===== src/rtl/ped_pkg.sv =====
// Shared definitions for the pedestrian crossing controller.
package ped_pkg;

    // Controller state encoding
    typedef enum logic [2:0] {
        S_IDLE  = 3'd0,
        S_WAIT  = 3'd1,
        S_WALK  = 3'd2,
        S_CLEAR = 3'd3,
        S_FAULT = 3'd4
    } ped_state_t;

    localparam int unsigned DEF_WALK_CYCLES  = 8;
    localparam int unsigned DEF_CLEAR_CYCLES = 6;

endpackage


===== src/rtl/ped_crossing_ctrl_phase_timer.sv =====
// Loadable down-counter timing the WALK and CLEAR phases.
module phase_timer #(
    parameter int unsigned CNT_W = 8
) (
    input  logic             clk,
    input  logic             reset_n,
    input  logic             load,
    input  logic [CNT_W-1:0] load_val,
    input  logic             dec,
    output logic             zero
);

    logic [CNT_W-1:0] count;

    // Load has priority; decrement saturates at zero so the count never wraps
    always_ff @(posedge clk or negedge reset_n) begin
        if (!reset_n) begin
            count <= '0;
        end else if (load) begin
            count <= load_val;
        end else if (dec && (count != '0)) begin
            count <= count - 1'b1;
        end
    end

    assign zero = (count == '0);

endmodule


===== src/rtl/ped_crossing_ctrl.sv =====
// Pedestrian WALK / DON'T-WALK controller slaved to the vehicle lamp FSM.
module ped_crossing_ctrl
    import ped_pkg::*;
#(
    parameter int unsigned WALK_CYCLES  = DEF_WALK_CYCLES,
    parameter int unsigned CLEAR_CYCLES = DEF_CLEAR_CYCLES,
    parameter int unsigned CNT_W        = 8
) (
    input  logic clk,
    input  logic reset_n,
    input  logic veh_red,
    input  logic veh_green,
    input  logic veh_yellow,
    input  logic ped_button,
    output logic walk,
    output logic dont_walk,
    output logic hold_red,
    output logic req_pending,
    output logic abort,
    output logic fault
);

    localparam logic [CNT_W-1:0] WALK_LOAD  = CNT_W'(WALK_CYCLES - 1);
    localparam logic [CNT_W-1:0] CLEAR_LOAD = CNT_W'(CLEAR_CYCLES - 1);

    ped_state_t       state;
    logic             red_q;
    logic             again;
    logic             lamp_legal;
    logic             red_rise;
    logic             tmr_load;
    logic [CNT_W-1:0] tmr_load_val;
    logic             tmr_dec;
    logic             tmr_zero;

    // Lamp legality, red edge detect and timer control for the coming edge
    always_comb begin
        lamp_legal   = ({1'b0, veh_red} + {1'b0, veh_green} + {1'b0, veh_yellow}) == 2'd1;
        red_rise     = veh_red && !red_q;
        tmr_load     = 1'b0;
        tmr_load_val = '0;
        tmr_dec      = 1'b0;
        if (lamp_legal) begin
            case (state)
                S_WAIT: begin
                    if (red_rise) begin
                        tmr_load     = 1'b1;
                        tmr_load_val = WALK_LOAD;
                    end
                end
                S_WALK: begin
                    if (veh_red) begin
                        if (tmr_zero) begin
                            tmr_load     = 1'b1;
                            tmr_load_val = CLEAR_LOAD;
                        end else begin
                            tmr_dec = 1'b1;
                        end
                    end
                end
                S_CLEAR: begin
                    tmr_dec = veh_red && !tmr_zero;
                end
                default: ;
            endcase
        end
    end

    phase_timer #(
        .CNT_W (CNT_W)
    ) u_phase_timer (
        .clk      (clk),
        .reset_n  (reset_n),
        .load     (tmr_load),
        .load_val (tmr_load_val),
        .dec      (tmr_dec),
        .zero     (tmr_zero)
    );

    // Crossing FSM; outputs are registered alongside the state they decode
    always_ff @(posedge clk or negedge reset_n) begin
        if (!reset_n) begin
            state       <= S_IDLE;
            red_q       <= 1'b1;
            again       <= 1'b0;
            walk        <= 1'b0;
            dont_walk   <= 1'b1;
            hold_red    <= 1'b0;
            req_pending <= 1'b0;
            abort       <= 1'b0;
            fault       <= 1'b0;
        end else begin
            red_q <= veh_red;
            abort <= 1'b0;
            if (!lamp_legal && (state != S_FAULT)) begin
                state       <= S_FAULT;
                again       <= 1'b0;
                walk        <= 1'b0;
                dont_walk   <= 1'b1;
                hold_red    <= 1'b0;
                req_pending <= 1'b0;
                fault       <= 1'b1;
            end else begin
                case (state)
                    S_IDLE: begin
                        if (ped_button) begin
                            state       <= S_WAIT;
                            req_pending <= 1'b1;
                        end
                    end
                    S_WAIT: begin
                        if (red_rise) begin
                            state       <= S_WALK;
                            walk        <= 1'b1;
                            dont_walk   <= 1'b0;
                            hold_red    <= 1'b1;
                            req_pending <= 1'b0;
                        end
                    end
                    S_WALK: begin
                        if (!veh_red) begin
                            state     <= S_IDLE;
                            walk      <= 1'b0;
                            dont_walk <= 1'b1;
                            hold_red  <= 1'b0;
                            abort     <= 1'b1;
                        end else if (tmr_zero) begin
                            state     <= S_CLEAR;
                            walk      <= 1'b0;
                            dont_walk <= 1'b1;
                        end
                    end
                    S_CLEAR: begin
                        if (!veh_red) begin
                            state     <= S_IDLE;
                            again     <= 1'b0;
                            dont_walk <= 1'b1;
                            hold_red  <= 1'b0;
                            abort     <= 1'b1;
                        end else if (tmr_zero) begin
                            // A press on the final CLEAR cycle still queues a crossing
                            state       <= (again || ped_button) ? S_WAIT : S_IDLE;
                            req_pending <= again || ped_button;
                            again       <= 1'b0;
                            dont_walk   <= 1'b1;
                            hold_red    <= 1'b0;
                        end else begin
                            dont_walk <= !dont_walk;
                            if (ped_button) begin
                                again <= 1'b1;
                            end
                        end
                    end
                    S_FAULT: ;
                    default: begin
                        state       <= S_IDLE;
                        again       <= 1'b0;
                        walk        <= 1'b0;
                        dont_walk   <= 1'b1;
                        hold_red    <= 1'b0;
                        req_pending <= 1'b0;
                    end
                endcase
            end
        end
    end

endmodule


===== config.mk =====
export PLATFORM = sky130hd
export DESIGN_NAME = ped_crossing_ctrl
export DESIGN_NICKNAME = d
export VERILOG_FILES = /design/src/rtl/ped_pkg.sv /design/src/rtl/ped_crossing_ctrl_phase_timer.sv /design/src/rtl/ped_crossing_ctrl.sv
export SDC_FILE = /design/constraint.sdc
export NUM_CORES = 1
export LEC_CHECK = 0
export CAP_MARGIN = 15
export CORE_MARGIN = 4
export CORE_UTILIZATION = 50
export DETAILED_ROUTE_END_ITERATION = 7
export PLACE_DENSITY = 0.75
export SYNTH_ARGS = -nofsm -noshare
export SYNTH_HDL_FRONTEND = slang
export SYNTH_HIERARCHICAL = 1
export SYNTH_SLANG_ARGS = --single-unit

===== constraint.sdc =====
create_clock -name clk -period 3.7 [get_ports clk]
set_clock_uncertainty 0.05 [all_clocks]
set_input_delay 0.555 -clock clk [delete_from_list [all_inputs] [get_ports clk]]
set_output_delay 0.555 -clock clk [all_outputs]
set_load 0.005 [all_outputs]

==> results.rst, run 1 <==
.. list-table::
   :header-rows: 1

   * - Metric
     - Value
   * - Simple-gate share of the synthesized area
     - 0.264
   * - Vias per cell
     - 5.91
   * - CTS Hold Buffers Added
     - 0
   * - Top area cells in the synthesized netlist
     - sky130_fd_sc_hd__dfrtp_1 34%, sky130_fd_sc_hd__a21oi_1 4.5%, sky130_fd_sc_hd__dfstp_2 4.3%
   * - Clock tree from TritonCTS
     - done
   * - Post-synthesis instance total
     - 137
   * - Leakage dissipation
     - 0.613 nW
   * - Max stage delay on crit path
     - 0.56 ns
   * - Antenna violations before repair
     - 0
   * - WL final
     - 2.53 mm
   * - Worst endpoint data arrival time
     - 3.12 ns
   * - Clock Path Buffers
     - 2
   * - Portion of the clock cycle consumed by the worst path in the final layout
     - 0.804
   * - Row Count
     - 17
   * - Footprint of the multi-input gates
     - 706 um^2
   * - Shortest clock period the worst path allows after layout
     - 2.97 ns
   * - Diodes inserted
     - 0
   * - Post-layout worst setup margin
     - 0.725 ns
   * - Top cell type's share of synthesized area
     - 0.344
   * - Combined global-route utilization of all metal layers
     - 0.177
   * - Average routed wire per standard cell
     - 13.9 um
   * - Endpoint class of the critical path
     - flop
   * - Root buf cell
     - sky130_fd_sc_hd__clkbuf_4
   * - Crit path required time
     - 3.84 ns
   * - Worst skew pair latency
     - 0.30 ns
   * - Y dimension of the die
     - 57.7 um
   * - Complex-gate fraction of the synthesized area
     - 0.246
   * - Fraction of layout instances using a drive strength above 1
     - 0.123
   * - Most common cell in the netlist
     - sky130_fd_sc_hd__dfrtp_1
   * - Pre-CTS setup slack
     - 0.387 ns
   * - Path type of the worst min-delay path
     - reg2reg
   * - DIE AREA
     - 3330 um^2
   * - NumNets Final
     - 164
   * - Transition time at the pin with the least slew margin
     - 0.879 ns
   * - Placed cell area
     - 1400 um^2
   * - Number of maximum-capacitance violations
     - 0
   * - Via total after detailed routing
     - 1,076
   * - Number of enable flip-flop cells after synthesis
     - 0
   * - Number of resized instances in the post-cts repair step
     - 0
   * - Post-Synth XOR/XNOR Area
     - 0
   * - RSZ-0062 raised after global routing
     - no
   * - Cell area after synthesis
     - 1240 um^2
   * - Run status
     - complete, no violations
   * - Post-synthesis adder-cell area fraction
     - 0.0364
   * - Final core area utilization
     - 0.625
   * - I/O pin cnt
     - 12
   * - Count of different cell masters after synthesis
     - 51
   * - Worst r2r src
     - u_phase_timer/count[0]
   * - Final standard cell area without fillers
     - 1420 um^2
   * - Initial core utilization
     - 0.543
   * - Count of final hold-check violations
     - 0
   * - Share of synthesized area spent on multiplexers
     - 0.00911
   * - Finish-stage setup viols
     - 0
   * - HP Start
     - fault
   * - Core Footprint
     - 2280 um^2
   * - Cell with the biggest individual delay on the critical path
     - sky130_fd_sc_hd__fa_1
   * - FFs w/ async S/R, synth
     - 1.00
   * - DRC Markers
     - 0
   * - Vias in the first global route
     - 1,059
   * - Drt first-iter violations
     - 22
   * - Leading post-synthesis cells by instance count
     - 17 x sky130_fd_sc_hd__dfrtp_1, 11 x sky130_fd_sc_hd__a21oi_1, 9 x sky130_fd_sc_hd__inv_1
   * - Maximum vdd ir drop
     - 0.223 mV
   * - Total area of sequential cells
     - 478 um^2
   * - Cts bufs inserted
     - 3
   * - Predominant post-synthesis flop cell
     - sky130_fd_sc_hd__dfrtp_1
   * - Proportion of synthesized chip area in sequential cells
     - 0.387
   * - Critical path launch point
     - veh_red
   * - YS warnings
     - 6
   * - Cell Chain, Critical Path
     - clkdlybuf4s50_1 -> fa_1 -> nor3b_2 -> and3_1 -> or4b_1 -> o311a_1 -> a221o_1
   * - Clock transition time at the flip-flop clock pins of the worst setup and hold paths
     - 0.11 ns
   * - Global-route wire length before repair
     - 4.75 mm
   * - Pin count of the biggest net entering global routing
     - 20
   * - Setup Total Neg Slack
     - 0 ns
   * - Cell type contributing the most total cell area after synthesis
     - sky130_fd_sc_hd__dfrtp_1
   * - DPL Wire Length
     - 1.82 mm
   * - Number of post-CTS setup repair buffers
     - 0
   * - Critical Path Start Type
     - primary input
   * - Final count of pins violating max slew
     - 0
   * - Antenna-violating nets left
     - 0
   * - Layout filler cell count
     - 192
   * - CTS sink cnt
     - 19
   * - Hold_ws
     - 0.419 ns
   * - Total grt overflow
     - 0
   * - Count of port buffers added during placement
     - 11
   * - Syn Area/Cell
     - 9.02 um^2
   * - Synth-to-Final Area Change
     - 15.1%
   * - Die X
     - 57.7 um
   * - Main combinational cell family by area after synthesis
     - simple AND/OR/NAND/NOR gates
   * - Total power density per cell area
     - 330 nW/um^2
   * - Headroom to the max-slew limit
     - 0.412
   * - Peak Freq
     - 336 MHz
   * - Routability-driven placement congestion ratio
     - 0.890
   * - Drt first pass iters
     - 4
   * - H-tree level count
     - 1
   * - Largest fanout on the critical path
     - 7
   * - Start-to-end type of the worst setup path
     - in2reg
   * - #FFs+latches synth
     - 19
-- logic make-up (layout without fill, tap and decap cells) --
family                   Yosys count  after routing
multiplexers                       1              1
buffers and inverters             16             29
adder cells (fa/ha/maj)            3              3
AO/OA/AOI/OAI                     43             43
AND/OR/NAND/NOR                   54             54
flip-flops                        19             19
other                              1              5
-- worst paths after layout --
check | to | slack, ns | depth (start not counted)
setup reg to reg | u_phase_timer/count[5] | 0.73 | 9
min in group asynchronous | req_pending | 0.69 | 1
max in group asynchronous | u_phase_timer/count[3] | 2.37 | 1
setup / recovery | u_phase_timer/count[5] | 0.73 | 7
hold / removal | fault | 0.42 | 1
hold reg to reg | fault | 0.42 | 1
-- layout by cell type, fill, tap and decap left out, drive strengths merged, types with 2 or more instances in the layout --
cell	synthesis	routed
or2b	2	2
nand2	6	6
or3b	4	4
a221oi	2	2
o31a	2	2
nand3	4	4
nand4	3	3
inv	9	9
nand2b	4	4
conb	1	5
a21o	2	2
ha	2	2
nor2	7	7
or2	3	3
o2111ai	2	2
nor3b	5	5
a2bb2oi	2	2
o21ai	6	6
clkbuf	1	4
nor2b	4	4
a211o	2	2
or4	3	3
a21oi	11	11
dfstp	2	2
nor3	4	4
clkdlybuf4s50	0	11
dfrtp	17	17
a31oi	5	5
buf	5	4
-- power breakdown --
group | total, W | switching (W) | internal [W]
Sequential | 0.000239 | 0.0000147 | 0.000224
Clock | 0.000109 | 0.0000667 | 0.0000420
Combinational | 0.000122 | 0.0000656 | 0.0000569
-- layer usage --
| metal | global-route usage | vias to the layer above | wire length (um) |
|---|---|---|---|
| met5 | 0 | - | 0 |
| met4 | 0.0728 | 0 | 37 |
| met3 | 0.0200 | 4 | 116 |
| met2 | 0.260 | 27 | 1100 |
| met1 | 0.263 | 504 | 1270 |
| li1 | - | 541 | - |
-- critical path, delay by kind of cell --
family          cells  cell delay, ns
simple gates        3            0.99
fa+ha+maj           1            0.56
compound gates      2            0.56
buf+inv             1            0.45
-- area by class of cell --
cell class,instances,share of cell area
multi-input combinational,106,0.496
sequential,19,0.336
inverter,10,0.0264
timing repair buffer,15,0.0985
tap,28,0.0246
clock buffer,4,0.0185
-- registers in the layout (all words and copies together), names as in the netlist --
register,cells
state,3
req_pending,1
walk,1
again,1
u_phase_timer/count,8
abort,1
red_q,1
dont_walk,1
hold_red,1
fault,1
-- metrics by stage --
step	power, W	cells
floorplan	0.000323	141
finish	0.000470	182
global route	0.000509	182
global placement	0.000360	178
CTS	0.000478	182
detailed placement	0.000365	178
Power figures use the tool's default switching activity.
==> run 2, diff against run 1 <==
- clock period: 3.7 -> 2.92 ns (I/O delays scaled with it)
==> results.rst, run 2 (synthesis results as in run 1) <==
.. list-table::
   :header-rows: 1

   * - Metric
     - Value
   * - Run status
     - complete, no violations (unchanged)
   * - Vias in the first global route
     - 1,084 (was 1,059)
   * - Start-to-end type of the worst setup path
     - in2reg (unchanged)
   * - Commonest non-fill, non-tap cells in the layout
     - 17 x sky130_fd_sc_hd__dfrtp_1, 12 x sky130_fd_sc_hd__buf_4, 11 x sky130_fd_sc_hd__a21oi_1, 11 x sky130_fd_sc_hd__clkdlybuf4s50_1, 9 x sky130_fd_sc_hd__inv_1 (was 17 x sky130_fd_sc_hd__dfrtp_1, 11 x sky130_fd_sc_hd__a21oi_1, 11 x sky130_fd_sc_hd__clkdlybuf4s50_1, 9 x sky130_fd_sc_hd__inv_1, 7 x sky130_fd_sc_hd__nor2_1)
   * - Shortest clock period the worst path allows after layout
     - 2.75 ns
   * - Total power density per cell area
     - 416 nW/um^2 (was 330 nW/um^2)
   * - Pin count of the biggest net entering global routing
     - 20 (unchanged)
   * - Path type of the worst min-delay path
     - reg2reg (unchanged)
   * - Crit path required time
     - 3.06 ns (was 3.84 ns)
   * - Leakage dissipation
     - 0.651 nW (was 0.613 nW)
   * - WL final
     - 2.85 mm (was 2.53 mm)
   * - Fraction of layout instances using a drive strength above 1
     - 0.173 (was 0.123)
   * - DPL Wire Length
     - 2.04 mm (was 1.82 mm)
   * - Cell with the biggest individual delay on the critical path
     - sky130_fd_sc_hd__fa_1 (unchanged)
   * - RSZ-0062 raised after global routing
     - no (unchanged)
   * - Worst r2r src
     - u_phase_timer/count[0] (unchanged)
   * - Global-route wire length before repair
     - 4.88 mm (was 4.75 mm)
   * - Worst skew pair latency
     - 0.29 ns (was 0.30 ns)
   * - Pre-CTS setup slack
     - -0.152 ns (was 0.387 ns)
   * - Final count of pins violating max slew
     - 0 (unchanged)
   * - Number of maximum-capacitance violations
     - 0 (unchanged)
   * - Core Footprint
     - 2280 um^2 (unchanged)
   * - Transition time at the pin with the least slew margin
     - 0.903 ns (was 0.879 ns)
   * - Root buf cell
     - sky130_fd_sc_hd__clkbuf_4 (unchanged)
   * - DIE AREA
     - 3330 um^2 (unchanged)
   * - Clock tree from TritonCTS
     - done (unchanged)
   * - CTS sink cnt
     - 19 (unchanged)
   * - Count of port buffers added during placement
     - 11 (unchanged)
   * - I/O pin cnt
     - 12 (unchanged)
   * - NumNets Final
     - 172 (was 164)
   * - Via total after detailed routing
     - 1,150 (was 1,076)
   * - DRC Markers
     - 0 (unchanged)
   * - Diodes inserted
     - 0 (unchanged)
   * - Layout filler cell count
     - 181 (was 192)
   * - Max reg flops
     - 8 (unchanged)
   * - H-tree level count
     - 1 (unchanged)
   * - Post-layout worst setup margin
     - 0.166 ns (was 0.725 ns)
   * - Count of final hold-check violations
     - 0 (unchanged)
   * - Critical path buffer and inverter count
     - 1 (unchanged)
   * - Top flop regs
     - u_phase_timer/count: 8 flops, state: 3 flops (unchanged)
   * - Die X
     - 57.7 um (unchanged)
   * - Number of post-CTS setup repair buffers
     - 0 (unchanged)
   * - Antenna-violating nets left
     - 0 (unchanged)
   * - Portion of the clock cycle consumed by the worst path in the final layout
     - 0.943
   * - Maximum vdd ir drop
     - 0.261 mV (was 0.223 mV)
   * - Routability-driven placement congestion ratio
     - 0.870 (was 0.890)
   * - Synth-to-Final Area Change
     - 20.1% (was 15.1%)
   * - Y dimension of the die
     - 57.7 um (unchanged)
   * - Average routed wire per standard cell
     - 15.0 um (was 13.9 um)
   * - Antenna violations before repair
     - 0 (unchanged)
   * - Final Total Pwr
     - 0.000618 W (was 0.000470 W)
   * - Critical path launch point
     - veh_red (unchanged)
   * - Clock Path Buffers
     - 2 (unchanged)
   * - CTS Hold Buffers Added
     - 0 (unchanged)
   * - Cts bufs inserted
     - 3 (unchanged)
   * - HP Start
     - fault (unchanged)
   * - Headroom to the max-slew limit
     - 0.396 (was 0.412)
   * - Most common library cell in the layout ignoring fill and taps
     - sky130_fd_sc_hd__dfrtp_1 (unchanged)
   * - Endpoint class of the critical path
     - flop (unchanged)
   * - Finish-stage setup viols
     - 0 (unchanged)
   * - Row Count
     - 17 (unchanged)
   * - Clock transition time at the flip-flop clock pins of the worst setup and hold paths
     - 0.11 ns (about the same)
   * - Total grt overflow
     - 0 (unchanged)
   * - Peak Freq
     - 363 MHz
   * - Worst endpoint data arrival time
     - 2.89 ns (was 3.12 ns)
   * - Drt first-iter violations
     - 27 (was 22)
   * - Largest fanout on the critical path
     - 3 (was 7)
   * - Top Family by Delay on Critical Path
     - simple AND/OR/NAND/NOR gates (unchanged)
   * - Combined global-route utilization of all metal layers
     - 0.182 (was 0.177)
   * - Register with the most flip-flops
     - u_phase_timer/count (unchanged)
   * - Cell Chain, Critical Path
     - clkdlybuf4s50_1 -> fa_1 -> nor3b_2 -> and3_1 -> or4b_1 -> o311a_1 -> a221o_1 (unchanged)
   * - Vias per cell
     - 6.05 (was 5.91)
   * - Critical Path Start Type
     - primary input (unchanged)
   * - Max stage delay on crit path
     - 0.56 ns (about the same)
   * - Drt first pass iters
     - 4 (unchanged)
   * - Initial core utilization
     - 0.543 (unchanged)
## run 2: changes by cell type in the layout (fill, tap and decap cells not counted)
| cell | before | now |
|---|---|---|
| sky130_fd_sc_hd__nor2_1 | 7 | 6 |
| sky130_fd_sc_hd__buf_4 | 4 | 12 |
| sky130_fd_sc_hd__nor2_2 | 0 | 1 |
## run 2: repair_timing
action | in CTS | in global routing
gates resized for setup | 0 | 1
endpoints found under the setup margin | 0 | 1
endpoints found under the hold margin | 0 | 0
## run 2: worst register-to-register path, cell delays in order (launching register included)
cell                        delay, ns
sky130_fd_sc_hd__dfrtp_1         0.43
sky130_fd_sc_hd__inv_1           0.13
sky130_fd_sc_hd__ha_1            0.21
sky130_fd_sc_hd__or3b_2          0.50
sky130_fd_sc_hd__nor2_2          0.22
sky130_fd_sc_hd__nor2b_1         0.10
sky130_fd_sc_hd__and3_1          0.21
sky130_fd_sc_hd__buf_4           0.15
sky130_fd_sc_hd__nand2_1         0.16
sky130_fd_sc_hd__a2111oi_0       0.10
sky130_fd_sc_hd__o31a_1          0.32
## run 2: path summary, 6_finish.rpt
check / to / slack, ns / cells past startpoint
max in group asynchronous: u_phase_timer/count[4] / 1.68 / 1
min: fault / 0.43 / 1
min reg2reg: fault / 0.43 / 1
max: u_phase_timer/count[5] / 0.17 / 7
max reg2reg: u_phase_timer/count[4] / 0.23 / 10
min in group asynchronous: hold_red / 0.59 / 1
## run 2: stage by stage
step	setup TNS, ns	instance area [um^2]	hold slack [ns]	instances	utilization
final	0	1490	0.431	190	0.653
after global routing	0	1490	0.452	190	0.653
after CTS	0	1480	0.432	190	0.651
after detailed placement	-0.347	1460	0.402	186	0.640
after global placement	-0.149	1460	0.391	186	0.640
after floorplan	0	1250	0.0924	141	-
## run 2: power breakdown
part | internal (W) | switching (W) | total (W)
logic | 0.0000836 | 0.0000933 | 0.000177
clock network | 0.0000531 | 0.0000844 | 0.000137
registers | 0.000284 | 0.0000194 | 0.000303
total | 0.000421 | 0.000197 | 0.000618
## run 2: cell type report
| type | instances | area, um^2 | share of cell area |
|---|---|---|---|
| multi-input cells | 106 | 708 | 0.477 |
| inverters | 10 | 37.5 | 0.0253 |
| well taps | 28 | 35.0 | 0.0236 |
| clock buffers | 4 | 26.3 | 0.0177 |
| flip-flops and latches | 19 | 478 | 0.322 |
| repair buffers | 23 | 200 | 0.135 |
## run 2: routing by layer
| metal | part of all wire | up-vias | global-route usage |
|---|---|---|---|
| met4 | 0.0060 | 0 | 0.0596 |
| met3 | 0.054 | 2 | 0.0223 |
| met1 | 0.46 | 551 | 0.253 |
| met2 | 0.47 | 40 | 0.294 |
| li1 | - | 557 | - |
| met5 | 0 | - | 0 |
